===== config.mk =====
export PLATFORM = sky130hd
export DESIGN_NAME = bcd_updown_n_flat
export DESIGN_NICKNAME = d
export VERILOG_FILES = /design/src/rtl/bcd_updown_n_if.sv /design/src/rtl/bcd_updown_n.sv /design/src/flat_wrapper.sv
export SDC_FILE = /design/constraint.sdc
export NUM_CORES = 1
export LEC_CHECK = 0
export BUFFER_PORTS_ARGS = -buffer_cell sky130_fd_sc_hd__clkbuf_2
export CELL_PAD_IN_SITES_DETAIL_PLACEMENT = 0
export CELL_PAD_IN_SITES_GLOBAL_PLACEMENT = 1
export CORE_ASPECT_RATIO = 1.1
export CORE_MARGIN = 1
export CORE_UTILIZATION = 43
export CTS_CLUSTER_DIAMETER = 30
export DETAILED_ROUTE_END_ITERATION = 10
export PLACE_DENSITY = 0.84
export SETUP_SLACK_MARGIN = 0.4
export SYNTH_ARGS = -nofsm -noshare
export SYNTH_HDL_FRONTEND = slang
export SYNTH_SLANG_ARGS = --single-unit
export TNS_END_PERCENT = 10

===== constraint.sdc =====
create_clock -name CLK -period 7.35 [get_ports CLK]
set_clock_uncertainty 0.1 [all_clocks]
set_input_delay 1.1025 -clock CLK [delete_from_list [all_inputs] [get_ports CLK]]
set_output_delay 1.1025 -clock CLK [all_outputs]
set_load 0.01 [all_outputs]

===== src/rtl/bcd_updown_n_if.sv =====
// Handshake-free bus for the N-digit BCD up/down counter.
// Master drives count/load requests; slave returns the count and flags.
interface bcd_updown_n_if #(
  parameter int DIGITS = 4
);
  logic                  INC_N;
  logic                  DEC_N;
  logic                  LOAD;
  logic [4*DIGITS-1:0]   D;
  logic [4*DIGITS-1:0]   Q;
  logic                  CARRY;
  logic                  BORROW;
  logic                  ZERO;

  modport master (
    output INC_N, DEC_N, LOAD, D,
    input  Q, CARRY, BORROW, ZERO
  );

  modport slave (
    input  INC_N, DEC_N, LOAD, D,
    output Q, CARRY, BORROW, ZERO
  );
endinterface


===== src/rtl/bcd_updown_n.sv =====
// N-digit synchronous BCD up/down counter, load, carry/borrow, zero flag.
// Define SATURATE_EN to hold at the limits instead of wrapping.
module bcd_updown_n #(
  parameter int DIGITS = 4
) (
  input  logic CLK,
  input  logic CLR,
  bcd_updown_n_if.slave bus
);
  localparam int W = 4 * DIGITS;

  logic inc_s1, inc_s2, inc_s3;
  logic dec_s1, dec_s2, dec_s3;
  logic inc_rise, dec_rise;
  logic up_ev, dn_ev;
  logic up_wrap, dn_wrap;
  logic [W-1:0] q_r, cnt_q, ld_v, nxt;
  logic carry_r, borrow_r, zero_r;

  always_ff @(posedge CLK or negedge CLR) begin
    if (!CLR) begin
      inc_s1 <= 1'b1;
      inc_s2 <= 1'b1;
      inc_s3 <= 1'b1;
      dec_s1 <= 1'b1;
      dec_s2 <= 1'b1;
      dec_s3 <= 1'b1;
    end else begin
      inc_s1 <= bus.INC_N;
      inc_s2 <= inc_s1;
      inc_s3 <= inc_s2;
      dec_s1 <= bus.DEC_N;
      dec_s2 <= dec_s1;
      dec_s3 <= dec_s2;
    end
  end

  assign inc_rise = inc_s2 & ~inc_s3;
  assign dec_rise = dec_s2 & ~dec_s3;
  // A release counts only while the other input is idle and not also releasing.
  assign up_ev = inc_rise & dec_s2 & ~dec_rise;
  assign dn_ev = dec_rise & inc_s2 & ~inc_rise;

  always_comb begin : ripple
    logic cy;
    logic bw;
    cnt_q = q_r;
    ld_v  = '0;
    cy    = up_ev;
    bw    = dn_ev;
    for (int k = 0; k < DIGITS; k++) begin
      if (bus.D[4*k +: 4] > 4'd9) ld_v[4*k +: 4] = 4'd0;
      else ld_v[4*k +: 4] = bus.D[4*k +: 4];
      if (cy) begin
        if (q_r[4*k +: 4] == 4'd9) begin
          cnt_q[4*k +: 4] = 4'd0;
        end else begin
          cnt_q[4*k +: 4] = q_r[4*k +: 4] + 4'd1;
          cy = 1'b0;
        end
      end else if (bw) begin
        if (q_r[4*k +: 4] == 4'd0) begin
          cnt_q[4*k +: 4] = 4'd9;
        end else begin
          cnt_q[4*k +: 4] = q_r[4*k +: 4] - 4'd1;
          bw = 1'b0;
        end
      end
    end
    up_wrap = cy;
    dn_wrap = bw;
`ifdef SATURATE_EN
    if (cy | bw) cnt_q = q_r;
`endif
  end

  assign nxt = bus.LOAD ? ld_v : cnt_q;

  always_ff @(posedge CLK or negedge CLR) begin
    if (!CLR) begin
      q_r      <= '0;
      carry_r  <= 1'b0;
      borrow_r <= 1'b0;
      zero_r   <= 1'b1;
    end else begin
      q_r      <= nxt;
      carry_r  <= ~bus.LOAD & up_wrap;
      borrow_r <= ~bus.LOAD & dn_wrap;
      zero_r   <= (nxt == '0);
    end
  end

  assign bus.Q      = q_r;
  assign bus.CARRY  = carry_r;
  assign bus.BORROW = borrow_r;
  assign bus.ZERO   = zero_r;
endmodule


===== src/flat_wrapper.sv =====
// flat-port wrapper written by rule: the top's interface ports become plain ports
module bcd_updown_n_flat 
#(
  parameter int DIGITS = 4
)
  (CLK, CLR, bus_INC_N, bus_DEC_N, bus_LOAD, bus_D, bus_Q, bus_CARRY, bus_BORROW, bus_ZERO);
  bcd_updown_n_if #(.DIGITS(DIGITS)) bus_i ();
  input  logic CLK;
  input  logic CLR;
  input wire logic [$bits(bus_i.INC_N)-1:0] bus_INC_N;
  input wire logic [$bits(bus_i.DEC_N)-1:0] bus_DEC_N;
  input wire logic [$bits(bus_i.LOAD)-1:0] bus_LOAD;
  input wire logic [$bits(bus_i.D)-1:0] bus_D;
  output wire logic [$bits(bus_i.Q)-1:0] bus_Q;
  output wire logic [$bits(bus_i.CARRY)-1:0] bus_CARRY;
  output wire logic [$bits(bus_i.BORROW)-1:0] bus_BORROW;
  output wire logic [$bits(bus_i.ZERO)-1:0] bus_ZERO;
  assign bus_i.INC_N = bus_INC_N;
  assign bus_i.DEC_N = bus_DEC_N;
  assign bus_i.LOAD = bus_LOAD;
  assign bus_i.D = bus_D;
  assign bus_Q = bus_i.Q;
  assign bus_CARRY = bus_i.CARRY;
  assign bus_BORROW = bus_i.BORROW;
  assign bus_ZERO = bus_i.ZERO;
  bcd_updown_n #(.DIGITS(DIGITS)) u_core (.CLK(CLK), .CLR(CLR), .bus(bus_i));
endmodule

**Yosys cells after proc, flatten, opt, wreduce, memory -nomap -nowiden**

Cells that the tools add are included.
W data, S select, Z words.

- Bits in latches: 0
- ROM bits: 0
- Word-level logic and storage cells: 85
- Input port bits: 21
- RAM bits: 0
- Memories: 0
- Flip-flop bits (word level): 25

- $lt $le $gt $ge: 4
- Add/subtract/negate cells: 8
- Reduce and logical (&&, ||, !) cells: 5
- Shifts and indexed selects: 0
- $mul: 0
- Div/mod/pow operators: 0
- Bitwise operators: 13
- Muxes and demuxes: 41
- Eq/ne operators: 4

Operator list:

| kind | number |
|---|---|
| $mux W4 | 20 |
| $mux W1 | 20 |
| $add A4 B1 Y4 const B | 4 |
| $eq A4 B4 Y1 const B | 4 |
| $gt A4 B4 Y1 const B | 4 |
| $logic_not A16 Y1 | 1 |
| $logic_not A4 Y1 | 4 |
| $mux W16 | 1 |
| $sub A4 B1 Y4 const B | 4 |
| $and A1 B1 Y1 | 8 |
| $not A1 Y1 | 5 |

**Logic depth before layout (Yosys ltp)**

- Word-level depth: 14
- Depth in mapped cells: 9

**Worst setup path after synthesis**

Ideal clock, no wire load.

- Path type: in2reg
- Start: input bus_LOAD
- End: register u_core.zero_r (netlist: u_core.bus.ZERO)
- Path slack: 4.588 ns
- Stages: 8
- Buffers on the path: 4
- Arrival time: 2.573 ns
- Required time: 7.161 ns
- Library setup time: 0.089 ns
- Cells stage by stage: buf_6 clkbuf_1 buf_1 clkbuf_1 nand3_1 o31ai_1 nand4b_1 nor4b_2

- Longest elaborated chain between the ends: 2

RTL lines:

| what | line | RTL |
|---|---|---|
| start, declared | flat_wrapper.sv:12 | `input wire logic [$bits(bus_i.LOAD)-1:0] bus_LOAD;` |
| $mux W16 | bcd_updown_n.sv:77 | `assign nxt = bus.LOAD ? ld_v : cnt_q;` |
| $logic_not A16 Y1 | bcd_updown_n.sv:89 | `zero_r <= (nxt == '0);` |
| end signal, assigned | bcd_updown_n.sv:89 |  |
| end, declared | bcd_updown_n.sv:18 | `logic carry_r, borrow_r, zero_r;` |

Every way passes these cells.

**Final worst setup path**

Same ends and word-level chain as after synthesis.

==> impl_summary.log <==
[metrics] top cell types by occurrence after synthesis: 22 x nand2_1, 18 x dfrtp_1, 18 x o21ai_0
[metrics] area of the placeable core: 4050 µm²
[metrics] synth warn: 0
[metrics] start point of the worst hold path: u_core.dec_s1
[metrics] initial antenna violation count: 0
[metrics] flop2flop setup slack: 4280 ps
[metrics] cell depth of the worst hold path: 0
[metrics] placer congestion estimate: 0.794
[metrics] Via-to-Cell Ratio: 5.84
[metrics] CTS tree: built
[metrics] synthesized net count: 242
[metrics] classification of the worst-slack hold path: reg -> reg
[metrics] Sinks on Clock Net: 25
[metrics] Post-CTS Hold Buffers: 0
[metrics] count of buffers from port buffering: 39
[metrics] Detailed Routing Iterations Pass 1: 5
[metrics] sum of net half-perimeters after detailed placement: 3360 µm
[metrics] root buffer cell: clkbuf_8
[metrics] total overflow reported by the global router: 0
[metrics] Antenna Violating Nets Remaining: 0
[metrics] Critical Path RT: 7450 ps
[metrics] hold path endpoint: u_core.dec_s2
[metrics] unrepaired setup endpoints after global routing: no
[metrics] maximum number of pins on one net before global-route repair: 36
[metrics] number of standard cells in the layout, taps in and fillers out: 299
[metrics] Peak VDD IR: 0.0673 mV
[metrics] number of violations reported at the end of detailed-routing iteration 0: 121
[metrics] number of placed instances with taps included: 295
[metrics] Critical R2R Capture: u_core.bus.ZERO
[metrics] setup bufs post-CTS: 0
[metrics] final antenna diode count: 0
[metrics] total via count after detailed routing: 1747
[metrics] die boundary height: 71.2 µm
[metrics] Max Fclk: 0.324 GHz
[metrics] final net count: 269
[metrics] Overall Global Routing Usage: 20.9%
[metrics] die area: 4620 µm²
[metrics] count of state elements after synthesis: 25
[metrics] Maximum Capacitance Violations: 0
[metrics] Setup Total Neg Slack: 0 ps
[metrics] Layout Area Growth over Synthesis: 11.0%
[metrics] number of placed I/O pins: 40
[metrics] Setup Viol. Count Final: 0
[metrics] class of the most critical setup path: in -> reg
[metrics] startpoint of the worst-slack reg-to-reg timing path: u_core.bus.Q[0]
[metrics] Post-synth EDFFs: 0
[metrics] startpoint type of the worst setup path: input port
[metrics] nature of the critical path endpoint: flop
[metrics] Worst-Skew Late Latency: 280 ps
[metrics] Worst EP arrival: 3190 ps
[metrics] PD cells: 163 nW/µm²
[metrics] summed instance area of the synthesized netlist: 1870 µm²
[metrics] max_slew headroom: 54.9%
[metrics] synth top area cells: dfrtp_1 24%, dfstp_2 9.8%, o21ai_0 4.8%
[metrics] share of the synthesized area in the top cell type: 24.1%
[metrics] number of distinct library cells after synthesis: 59
[metrics] cell count after synthesis: 221
[metrics] clock-pin slew reported for the worst setup and hold paths after clock tree synthesis: 100 ps
[metrics] Placement Rows: 24
[metrics] global-route wire length before repair: 7420 µm
[metrics] initial core utilization: 46.2%
[metrics] largest area contributor in the netlist: dfrtp_1
[metrics] run status: complete, no violations
[metrics] clock period minus final worst setup slack: 3090 ps
[metrics] fin crit share: 42.0%
[metrics] depth of the worst register-to-register path: 7
[metrics] share of async-settable or async-resettable flops after synthesis: 100%
[metrics] DR DRC count: 0
[metrics] mean post-synth cell area: 8.47 µm²
[metrics] sum of routed wire length over all layers: 4540 µm
[metrics] leakage power summed over all cells: 0.885 nW
[metrics] share of layout cells above drive strength 1: 25.9%
[metrics] Primary FF master, synth: dfrtp_1
[metrics] Worst Tran Pin Value: 676 ps
[metrics] Routed WL per cell: 15.2 µm
[metrics] H-tree depth reported by CTS: 1
[metrics] hold violation count in the final report: 0
[metrics] width of the die: 64.9 µm
[metrics] most common cell in the netlist: nand2_1
[metrics] total count of max-transition violations in the final report: 0
[metrics] CTS max path bufs: 2
[metrics] Num CTS Buffers: 3
[metrics] vias in the first global route: 1579
[metrics] Resized Gates After CTS: 0
[metrics] sequential area share after synthesis: 33.9%
[metrics] worst-path fanout max: 35
[layer usage]
| metal | track usage, % | part of all wire (%) | wire length [µm] | vias to the layer above |
|---|---|---|---|---|
| met5 | 0 | 0 | 0 | - |
| met4 | 8.15 | 1.6 | 74 | 0 |
| met3 | 2.74 | 4.4 | 198 | 7 |
| met2 | 31.0 | 46 | 2070 | 52 |
| met1 | 30.5 | 48 | 2190 | 824 |
| li1 | - | - | - | 864 |
[worst max path at each step]
stage | from | to | depth (start not counted)
floorplan | bus_LOAD | u_core.bus.ZERO | 8
global placement | bus_LOAD | u_core.bus.ZERO | 7
detailed placement | bus_LOAD | u_core.bus.ZERO | 7
CTS | bus_LOAD | u_core.bus.ZERO | 7
global route | u_core.bus.Q[0] | u_core.bus.ZERO | 7
finish | bus_LOAD | u_core.bus.ZERO | 7
[cell families (layout without fill, tap and decap cells)]
| kind of cell | Yosys count | count (layout) | synth area share [%] |
|---|---|---|---|
| DFF | 25 | 25 | 33.9 |
| xor gates and xnor gates | 9 | 9 | 4.21 |
| buffers and inverters | 26 | 52 | 7.35 |
| AOI/OAI and AO/OA | 60 | 60 | 20.9 |
| and+or+nand+nor | 97 | 97 | 31.4 |
| muxes | 4 | 4 | 2.21 |
[stage by stage]
step / utilization [%] / hold WS (ps) / total power, mW / worst slack [ps] / instance area [µm²]
floorplan: - / 245 / 0.228 / 4590 / 1870
global placement: 50.0 / 246 / 0.253 / 4060 / 2030
detailed placement: 50.0 / 249 / 0.254 / 3990 / 2030
CTS: 51.2 / 262 / 0.341 / 4290 / 2080
global route: 51.2 / 265 / 0.358 / 4060 / 2080
finish: 51.2 / 259 / 0.338 / 4260 / 2080
[critical path: stages]
cell      delay, ps
clkbuf_2        390
inv_1           350
nor2_1          120
o21ai_0         100
or3b_2          450
or4_4           420
nor4b_2         240
[power breakdown]
part           leakage [nW]  switching [mW]  internal [mW]
registers             0.304          0.0235          0.149
clock network        0.0217          0.0483         0.0386
logic                 0.559          0.0432         0.0362
total                 0.885           0.115          0.223
[registers in the layout, indices dropped and copies added, names as in the netlist]
signal             flops
u_core.bus.BORROW      1
u_core.bus.CARRY       1
u_core.bus.Q          16
u_core.bus.ZERO        1
u_core.dec_s1          1
u_core.dec_s2          1
u_core.dec_s3          1
u_core.inc_s1          1
u_core.inc_s2          1
u_core.inc_s3          1
[cells in the final DEF, fill, tap and decap left out, types with 6 or more instances in the layout]
cell	Yosys	final
a21oi_1	11	11
nor3_1	7	7
o21ai_0	18	18
inv_1	9	9
nor2_1	14	14
nand2b_1	6	6
nor4_1	6	6
clkbuf_2	1	39
dfstp_2	7	7
nand2_1	22	22
dfrtp_1	18	18
nand3_1	9	9
[layout make-up]
class	count	area, µm²
Fill cell	405	1980
Clock buffer	3	41.3
Tap cell	52	65.1
Timing Repair Buffer	39	195
Multi-Input combinational cell	170	1100
Clock inverter	1	7.51
Sequential cell	25	634
Inverter	9	33.8
(Power assumes the default switching activity.)
